### config.mk
export PLATFORM = sky130hd
export DESIGN_NAME = uart_rx_sequencer
export DESIGN_NICKNAME = d
export VERILOG_FILES = /design/src/rtl/uart_rx_sequencer.sv
export SDC_FILE = /design/constraint.sdc
export NUM_CORES = 1
export LEC_CHECK = 0
export CAP_MARGIN = 20
export CORE_ASPECT_RATIO = 1.25
export CORE_MARGIN = 4
export CORE_UTILIZATION = 50
export CTS_CLUSTER_DIAMETER = 80
export DETAILED_ROUTE_END_ITERATION = 6
export PLACE_DENSITY = 0.73
export SLEW_MARGIN = 20
export SYNTH_ARGS = -nofsm -noshare
export SYNTH_HDL_FRONTEND = slang
export SYNTH_SLANG_ARGS = --single-unit
### constraint.sdc
create_clock -name clk -period 1.8 [get_ports clk]
set_input_delay 0.54 -clock clk [delete_from_list [all_inputs] [get_ports clk]]
set_output_delay 0.54 -clock clk [all_outputs]
set_load 0.02 [all_outputs]
### src/rtl/uart_rx_sequencer.sv
// uart_rx_sequencer: one UART receive lane.
// Synchronises the serial line, times each bit from a local baud counter,
// samples at mid-bit, assembles LSB-first data and hands each byte to the
// host through a one-entry valid/ready holding register with sticky errors.
// Optional feature macro: UART_RX_PARITY_EN (adds PARITY state and parity_odd_i).
module uart_rx_sequencer #(
  parameter int CLKS_PER_BIT = 16,
  parameter int DATA_BITS    = 8
) (
  input  logic                 clk,
  input  logic                 nrst,
  input  logic                 rx_i,
`ifdef UART_RX_PARITY_EN
  input  logic                 parity_odd_i,
`endif
  output logic [DATA_BITS-1:0] rx_data_o,
  output logic                 rx_valid_o,
  input  logic                 rx_ready_i,
  output logic                 frame_err_o,
  output logic                 parity_err_o,
  output logic                 overrun_o,
  input  logic                 err_clr_i,
  output logic                 busy_o
);

  localparam int CW = $clog2(CLKS_PER_BIT);
  localparam int BW = $clog2(DATA_BITS);
  localparam logic [CW-1:0] SAMPLE_CNT  = CW'(CLKS_PER_BIT / 2 - 1);
  localparam logic [CW-1:0] BIT_END_CNT = CW'(CLKS_PER_BIT - 1);
  localparam logic [BW-1:0] LAST_BIT    = BW'(DATA_BITS - 1);

  typedef enum logic [2:0] {
    S_IDLE   = 3'd0,
    S_START  = 3'd1,
    S_DATA   = 3'd2,
`ifdef UART_RX_PARITY_EN
    S_PARITY = 3'd3,
`endif
    S_STOP   = 3'd4
  } state_e;

  state_e               state_q, state_d;
  logic                 rx_meta_q, rx_s_q;
  logic [CW-1:0]        cnt_q, cnt_d;
  logic [BW-1:0]        bit_cnt_q, bit_cnt_d;
  logic [DATA_BITS-1:0] shift_q, shift_d;
  logic [DATA_BITS-1:0] rx_data_q, rx_data_d;
  logic                 rx_valid_q, rx_valid_d;
  logic                 frame_err_q, frame_err_d;
  logic                 parity_err_q, parity_err_d;
  logic                 overrun_q, overrun_d;

  logic sample_s, bit_end_s, last_bit_s;
  logic complete_s, handshake_s, load_s;
  logic ferr_set_s, perr_set_s, ovr_set_s;

  assign sample_s   = (cnt_q == SAMPLE_CNT);
  assign bit_end_s  = (cnt_q == BIT_END_CNT);
  assign last_bit_s = (bit_cnt_q == LAST_BIT);

  // Two-flop synchroniser for the asynchronous serial line; idles high.
  always_ff @(posedge clk or negedge nrst) begin
    if (!nrst) begin
      rx_meta_q <= 1'b1;
      rx_s_q    <= 1'b1;
    end else begin
      rx_meta_q <= rx_i;
      rx_s_q    <= rx_meta_q;
    end
  end

  // FSM state register.
  always_ff @(posedge clk or negedge nrst) begin
    if (!nrst) begin
      state_q <= S_IDLE;
    end else begin
      state_q <= state_d;
    end
  end

  // FSM next-state logic; STOP leaves at mid-bit to re-arm early for the next start.
  always_comb begin
    state_d = state_q;
    case (state_q)
      S_IDLE: begin
        if (!rx_s_q) state_d = S_START;
        else         state_d = S_IDLE;
      end
      S_START: begin
        if (sample_s && rx_s_q) state_d = S_IDLE;
        else if (bit_end_s)     state_d = S_DATA;
        else                    state_d = S_START;
      end
      S_DATA: begin
        if (bit_end_s && last_bit_s) begin
`ifdef UART_RX_PARITY_EN
          state_d = S_PARITY;
`else
          state_d = S_STOP;
`endif
        end else begin
          state_d = S_DATA;
        end
      end
`ifdef UART_RX_PARITY_EN
      S_PARITY: begin
        if (bit_end_s) state_d = S_STOP;
        else           state_d = S_PARITY;
      end
`endif
      S_STOP: begin
        if (sample_s) state_d = S_IDLE;
        else          state_d = S_STOP;
      end
      default: state_d = S_IDLE;
    endcase
  end

  // FSM output/datapath decode: baud and bit counters, shifter, holding register, flags.
  always_comb begin
    cnt_d        = cnt_q;
    bit_cnt_d    = bit_cnt_q;
    shift_d      = shift_q;
    complete_s   = 1'b0;
    perr_set_s   = 1'b0;

    // baud counter restarts on every state change and rests at 0 in IDLE
    if (state_d != state_q)     cnt_d = '0;
    else if (state_q == S_IDLE) cnt_d = '0;
    else if (bit_end_s)         cnt_d = '0;
    else                        cnt_d = cnt_q + CW'(1);

    if (state_q == S_START && state_d == S_DATA) begin
      bit_cnt_d = '0;
    end else if (state_q == S_DATA && bit_end_s && !last_bit_s) begin
      bit_cnt_d = bit_cnt_q + BW'(1);
    end else begin
      bit_cnt_d = bit_cnt_q;
    end

    // line order is LSB first, so each new bit enters at the MSB
    if (state_q == S_DATA && sample_s) shift_d = {rx_s_q, shift_q[DATA_BITS-1:1]};
    else                               shift_d = shift_q;

`ifdef UART_RX_PARITY_EN
    if (state_q == S_PARITY && sample_s) perr_set_s = (rx_s_q != (^shift_q ^ parity_odd_i));
    else                                 perr_set_s = 1'b0;
`endif

    if (state_q == S_STOP && sample_s) complete_s = 1'b1;
    else                               complete_s = 1'b0;
  end

  assign handshake_s = rx_valid_q & rx_ready_i;
  assign load_s      = complete_s & (~rx_valid_q | handshake_s);
  assign ovr_set_s   = complete_s & rx_valid_q & ~handshake_s;
  assign ferr_set_s  = complete_s & ~rx_s_q;

  // Holding register and sticky flags; a new error outranks a same-cycle clear.
  always_comb begin
    rx_data_d    = rx_data_q;
    rx_valid_d   = rx_valid_q;
    frame_err_d  = frame_err_q;
    parity_err_d = parity_err_q;
    overrun_d    = overrun_q;

    if (load_s) begin
      rx_data_d  = shift_q;
      rx_valid_d = 1'b1;
    end else if (handshake_s) begin
      rx_valid_d = 1'b0;
    end else begin
      rx_valid_d = rx_valid_q;
    end

    if (ferr_set_s)     frame_err_d = 1'b1;
    else if (err_clr_i) frame_err_d = 1'b0;
    else                frame_err_d = frame_err_q;

    if (perr_set_s)     parity_err_d = 1'b1;
    else if (err_clr_i) parity_err_d = 1'b0;
    else                parity_err_d = parity_err_q;

    if (ovr_set_s)      overrun_d = 1'b1;
    else if (err_clr_i) overrun_d = 1'b0;
    else                overrun_d = overrun_q;
  end

  // Counters, shifter, holding register and flag registers.
  always_ff @(posedge clk or negedge nrst) begin
    if (!nrst) begin
      cnt_q        <= '0;
      bit_cnt_q    <= '0;
      shift_q      <= '0;
      rx_data_q    <= '0;
      rx_valid_q   <= 1'b0;
      frame_err_q  <= 1'b0;
      parity_err_q <= 1'b0;
      overrun_q    <= 1'b0;
    end else begin
      cnt_q        <= cnt_d;
      bit_cnt_q    <= bit_cnt_d;
      shift_q      <= shift_d;
      rx_data_q    <= rx_data_d;
      rx_valid_q   <= rx_valid_d;
      frame_err_q  <= frame_err_d;
      parity_err_q <= parity_err_d;
      overrun_q    <= overrun_d;
    end
  end

  assign rx_data_o    = rx_data_q;
  assign rx_valid_o   = rx_valid_q;
  assign frame_err_o  = frame_err_q;
  assign parity_err_o = parity_err_q;
  assign overrun_o    = overrun_q;
  assign busy_o       = (state_q != S_IDLE);

endmodule

# After elaboration in Yosys (flattened, before gate mapping)
# Cells that the tools add are included.
# W data, S select, Z words.
[word_totals]
memories = 0
reg_bits = 31
rom_bits = 0
elab_cells = 60
latchBits = 0
ram_bits = 0
[classes]
muxes = 17
eq_ne = 8
shift = 0
n_addsub = 2
bitwise = 9
magnitude_cmp = 0
n_mul = 0
div = 0
reduce_logical = 14
[ops]
columns = ["cell", "n"]
rows = [
  ["$mux W3", 4],
  ["$mux W4", 3],
  ["$pmux W3 S4", 1],
  ["$reduce_bool A2 Y1", 4],
  ["$logic_and A1 B1 Y1", 7],
  ["$mux W1", 7],
  ["$eq A3 B2 Y1 const B", 2],
  ["$eq A3 B3 Y1 const B", 2],
  ["$and A1 B1 Y1", 5],
  ["$add A4 B1 Y4 const B", 1],
  ["$eq A4 B3 Y1 const B", 1],
  ["$eq A4 B4 Y1 const B", 1],
  ["$mux W2", 2],
  ["$add A3 B1 Y3 const B", 1],
  ["$eq A3 B1 Y1 const B", 1],
  ["$logic_not A3 Y1", 1],
  ["$ne A3 B3 Y1", 1],
  ["$not A1 Y1", 3],
  ["$reduce_bool A3 Y1", 1],
  ["$logic_not A1 Y1", 1],
  ["$or A1 B1 Y1", 1],
]

# Longest topological paths before layout
[depth]
word_depth = 7
depth_mapped = 6
mapped_depth_nobuf = 5

# Worst setup path before layout
# No wires, ideal clock.
[synth_timing]
path_kind = "flip-flop to flip-flop"
from = "reg cnt_q[0]"
to = "reg shift_q[0]"
setup_slack_ns = 0.170
period_less_slack_ns = 1.630
required_time_ns = 1.672
arrival_ns = 1.502
stages_incl_launch_ff = 7
setup_time_ns = 0.128
cell_sequence = "dfrtp_1 ha_1 buf_2 and3b_1 buf_2 nand2_2 mux2_1"
[synth_between]
elab_chain_cells = 2
[synth_lines]
columns = ["element", "line", "rtl"]
rows = [
  ["from (decl)", "44", "logic [CW-1:0] cnt_q, cnt_d;"],
  ["from (signal assigned)", "201", "cnt_q <= cnt_d;"],
  ["$eq A4 B3 Y1", "57", "assign sample_s = (cnt_q == SAMPLE_CNT);"],
  ["$logic_and A1 B1 Y1", "142", "if (state_q == S_DATA && sample_s) shift_d = {rx_s_q, shift_q[DATA_BITS-1:1]};"],
  ["to (signal assigned)", "203", "shift_q <= shift_d;"],
  ["to (decl)", "46", "logic [DATA_BITS-1:0] shift_q, shift_d;"],
]
# No other way between the ends.
# A chain may end at the register's enable or synchronous reset.

# Final worst setup path
[layout_timing]
from = "reg state_q[0]"
to = "out busy_o"
[layout_between]
elab_chain_cells = 1
[layout_lines]
columns = ["element", "line", "rtl"]
rows = [
  ["from (decl)", "42", "state_e state_q, state_d;"],
  ["from (signal assigned)", "77", "state_q <= state_d;"],
  ["$reduce_bool A3 Y1", "217", "assign busy_o = (state_q != S_IDLE);"],
  ["to (decl)", "23", "output logic busy_o"],
]
# No other way between the ends.

==> results.py <==
metrics = {
    "setup_path": {
        "crit_path_start_kind": "flip-flop",
        "crit_type": "reg2out",
        "cp_max_fo": 2,
        "worst_setup_path_end_kind": "primary output",
        "cp.required_ns": 1.26,
        "cp.arrival_ns": 1.23,
    },
    "synthesis": {
        "synth_warnings": 0,
        "syn_area_per_cell_um2": 13.7,
        "netlist_top_cells_area": "dfrtp_1 55%, mux2_1 13%, dfstp_2 4.0%",
        "synth_top_flop_cell": "dfrtp_1",
        "synth_common_cells": "29 x dfrtp_1, 15 x mux2_1, 4 x a21oi_1",
        "ys_seq_area_share_pct": 58.6,
        "yosys.cell_types.count": 36,
        "ys_seq_elements": 31,
        "yosysTopAreaCellShare_pct": 54.7,
        "async_flop_share_pct": 100,
        "synth_top_area_cell": "dfrtp_1",
        "syn_inst": 97,
        "yosysMostFrequentCell": "dfrtp_1",
        "synth_edf_count": 0,
        "synth_nets": 105,
        "syn_area_mm2": 0.00133,
    },
    "routing": {
        "vias": 848,
        "vias_per_cell": 5.37,
        "ant_nets": 0,
        "drc": 0,
        "finalWirelength_mm": 2.30,
        "first_pass_iters": 6,
        "drtIter0Drc": 17,
        "wl_per_cell_um": 14.6,
    },
    "finish": {
        "diodes": 0,
        "final_core_util_pct": 64.9,
        "areaGrowthSynthToFinish_pct": 21.2,
        "drive_above_1_share_pct": 20.0,
        "n_fill_cell": 190,
        "fin_nets": 132,
        "final_area_mm2": 0.00161,
    },
    "sta": {
        "setup_viol": 0,
        "whs_ns": 0.370,
        "min_period_ns": 1.77,
        "rsz0062_at_grt": "yes",
        "slew_viol_final": 0,
        "finalSetupTns_ns": 0,
        "fin_ws_ns": 0.0258,
        "hold_violations": 0,
        "clock_skew_ns": 0.00692,
        "max_freq_ghz": 0.564,
        "period_share_pct": 98.6,
    },
    "placement": {
        "dpl-instance-area_mm2": 0.00156,
        "gp_congestion": 0.733,
        "dp_hpwl_mm": 1.65,
        "port_buffers": 16,
        "place_ws_ns": -0.0364,
    },
    "floorplan": {
        "coreArea_mm2": 0.00248,
        "initial_utilization_pct": 53.6,
        "die_height_um": 65.6,
        "dieWidth_um": 54.1,
        "rows": 20,
        "ios": 18,
        "design.die.area_mm2": 0.00355,
    },
    "power_and_ir_drop": {
        "p_leak_nw": 0.828,
        "cellPowerDensity_mw_per_mm2": 1000,
        "ir_worst_vdd_mv": 0.771,
    },
    "cts": {
        "cts_root_buffer": "clkbuf_4",
        "path_clk_slew_ns": 0.08,
        "cts_hold_buf": 0,
        "ctsLongestPathBuffers": 2,
        "cts_tree": "yes",
        "cts_buffers": 5,
        "worstSkewPairLatency_ns": 0.33,
        "htree_levels": 2,
        "clkSinkCount": 31,
    },
    "status": {
        "status": "finished clean",
    },
    "global_route": {
        "grt_use_met3_pct": 4.76,
        "grt_overflow": 0,
        "antenna_found_initial": 0,
        "gr-usage-met1_pct": 17.6,
        "grt_pass1_wl_mm": 3.90,
        "grt_util_all_layers_pct": 15.7,
        "met2_usage_pct": 25.8,
        "grt_start_max_net_pins": 32,
        "grt_pass1_vias": 864,
        "grt-busiest-layer": "met2",
    },
    "hold_path": {
        "min_path_type": "reg2reg",
    },
    "run": {
        "drv_cap": 0,
    },
}
## routing by layer
layer | routed length [um] | part of all wire, %
met1 | 929 | 40
met3 | 107 | 4.6
met2 | 1220 | 53
met4 | 44 | 1.9
met5 | 0 | 0
## area by class of cell
cell class	instances	area [um^2]	share of cell area (%)
Sequential cell	31	778	48.4
Multi-Input combinational cell	60	524	32.6
Timing Repair Buffer	24	208	12.9
Clock buffer	7	45.0	2.80
Tap cell	33	41.3	2.57
Inverter	2	7.51	0.467
Clock inverter	1	5.00	0.311
## through the flow
step           cells  total power, W
3_3_place_gp     149         0.00120
2_1_floorplan     97         0.00108
5_1_grt          158         0.00173
6_report         158         0.00161
4_1_cts          157         0.00159
3_5_place_dp     149         0.00122
## registers in the layout, indices dropped and copies added, names as in the netlist
signal,cells
rx_data_o,8
shift_q,8
cnt_q,4
bit_cnt_q,3
state_q,3
frame_err_o,1
overrun_o,1
rx_meta_q,1
rx_s_q,1
rx_valid_o,1
## report_power, final
part / internal, W / switching (W) / leakage, nW
clock: 0.000152 / 0.000219 / 0.0293
sequential: 0.000759 / 0.0000713 / 0.415
combinational: 0.000217 / 0.000196 / 0.384
total: 0.00113 / 0.000486 / 0.828
## critical path: stages (launching register included)
cell     delay [ns]
dfrtp_1        0.39
or3_4          0.39
buf_6          0.14
## timing repair
action,CTS,global route
endpoints found under the hold margin,0,0
setup buffers,0,1
pin swaps,0,1
gates resized for setup,15,4
setup endpoints to repair,12,2
## cells by family after synthesis
group,count (synthesis),share of synthesized area [%]
AO/OA/AOI/OAI,15,7.82
XOR/XNOR,1,0.660
adder cells (fa/ha/maj),3,2.83
buffers and inverters,6,2.26
flip-flops,31,58.6
multiplexers,17,14.4
other,1,0.282
AND/OR/NAND/NOR,23,13.1
## path summary, 6_finish.rpt
| path | from | endpoint | slack [ns] | depth (start not counted) |
|---|---|---|---|---|
| worst min register to register | rx_meta_q | rx_s_q | 0.37 | 0 |
| worst min-delay path | rx_meta_q | rx_s_q | 0.37 | 0 |
| min in group asynchronous | nrst | state_q[2] | 0.60 | 2 |
| max in group asynchronous | nrst | rx_s_q | 0.88 | 2 |
| worst max-delay path | state_q[0] | busy_o | 0.03 | 2 |
| worst max register to register | bit_cnt_q[0] | bit_cnt_q[0] | 0.14 | 5 |
## layout by cell type, fill, tap and decap left out, drive strengths merged, types with 4 or more instances in the layout
cell / instances
mux2: 17
nand2: 4
clkbuf: 7
buf: 9
a21oi: 4
clkdlybuf4s50: 4
dfrtp: 29
dlygate4sd2: 11
No activity file was read; power rests on OpenSTA's default activity.
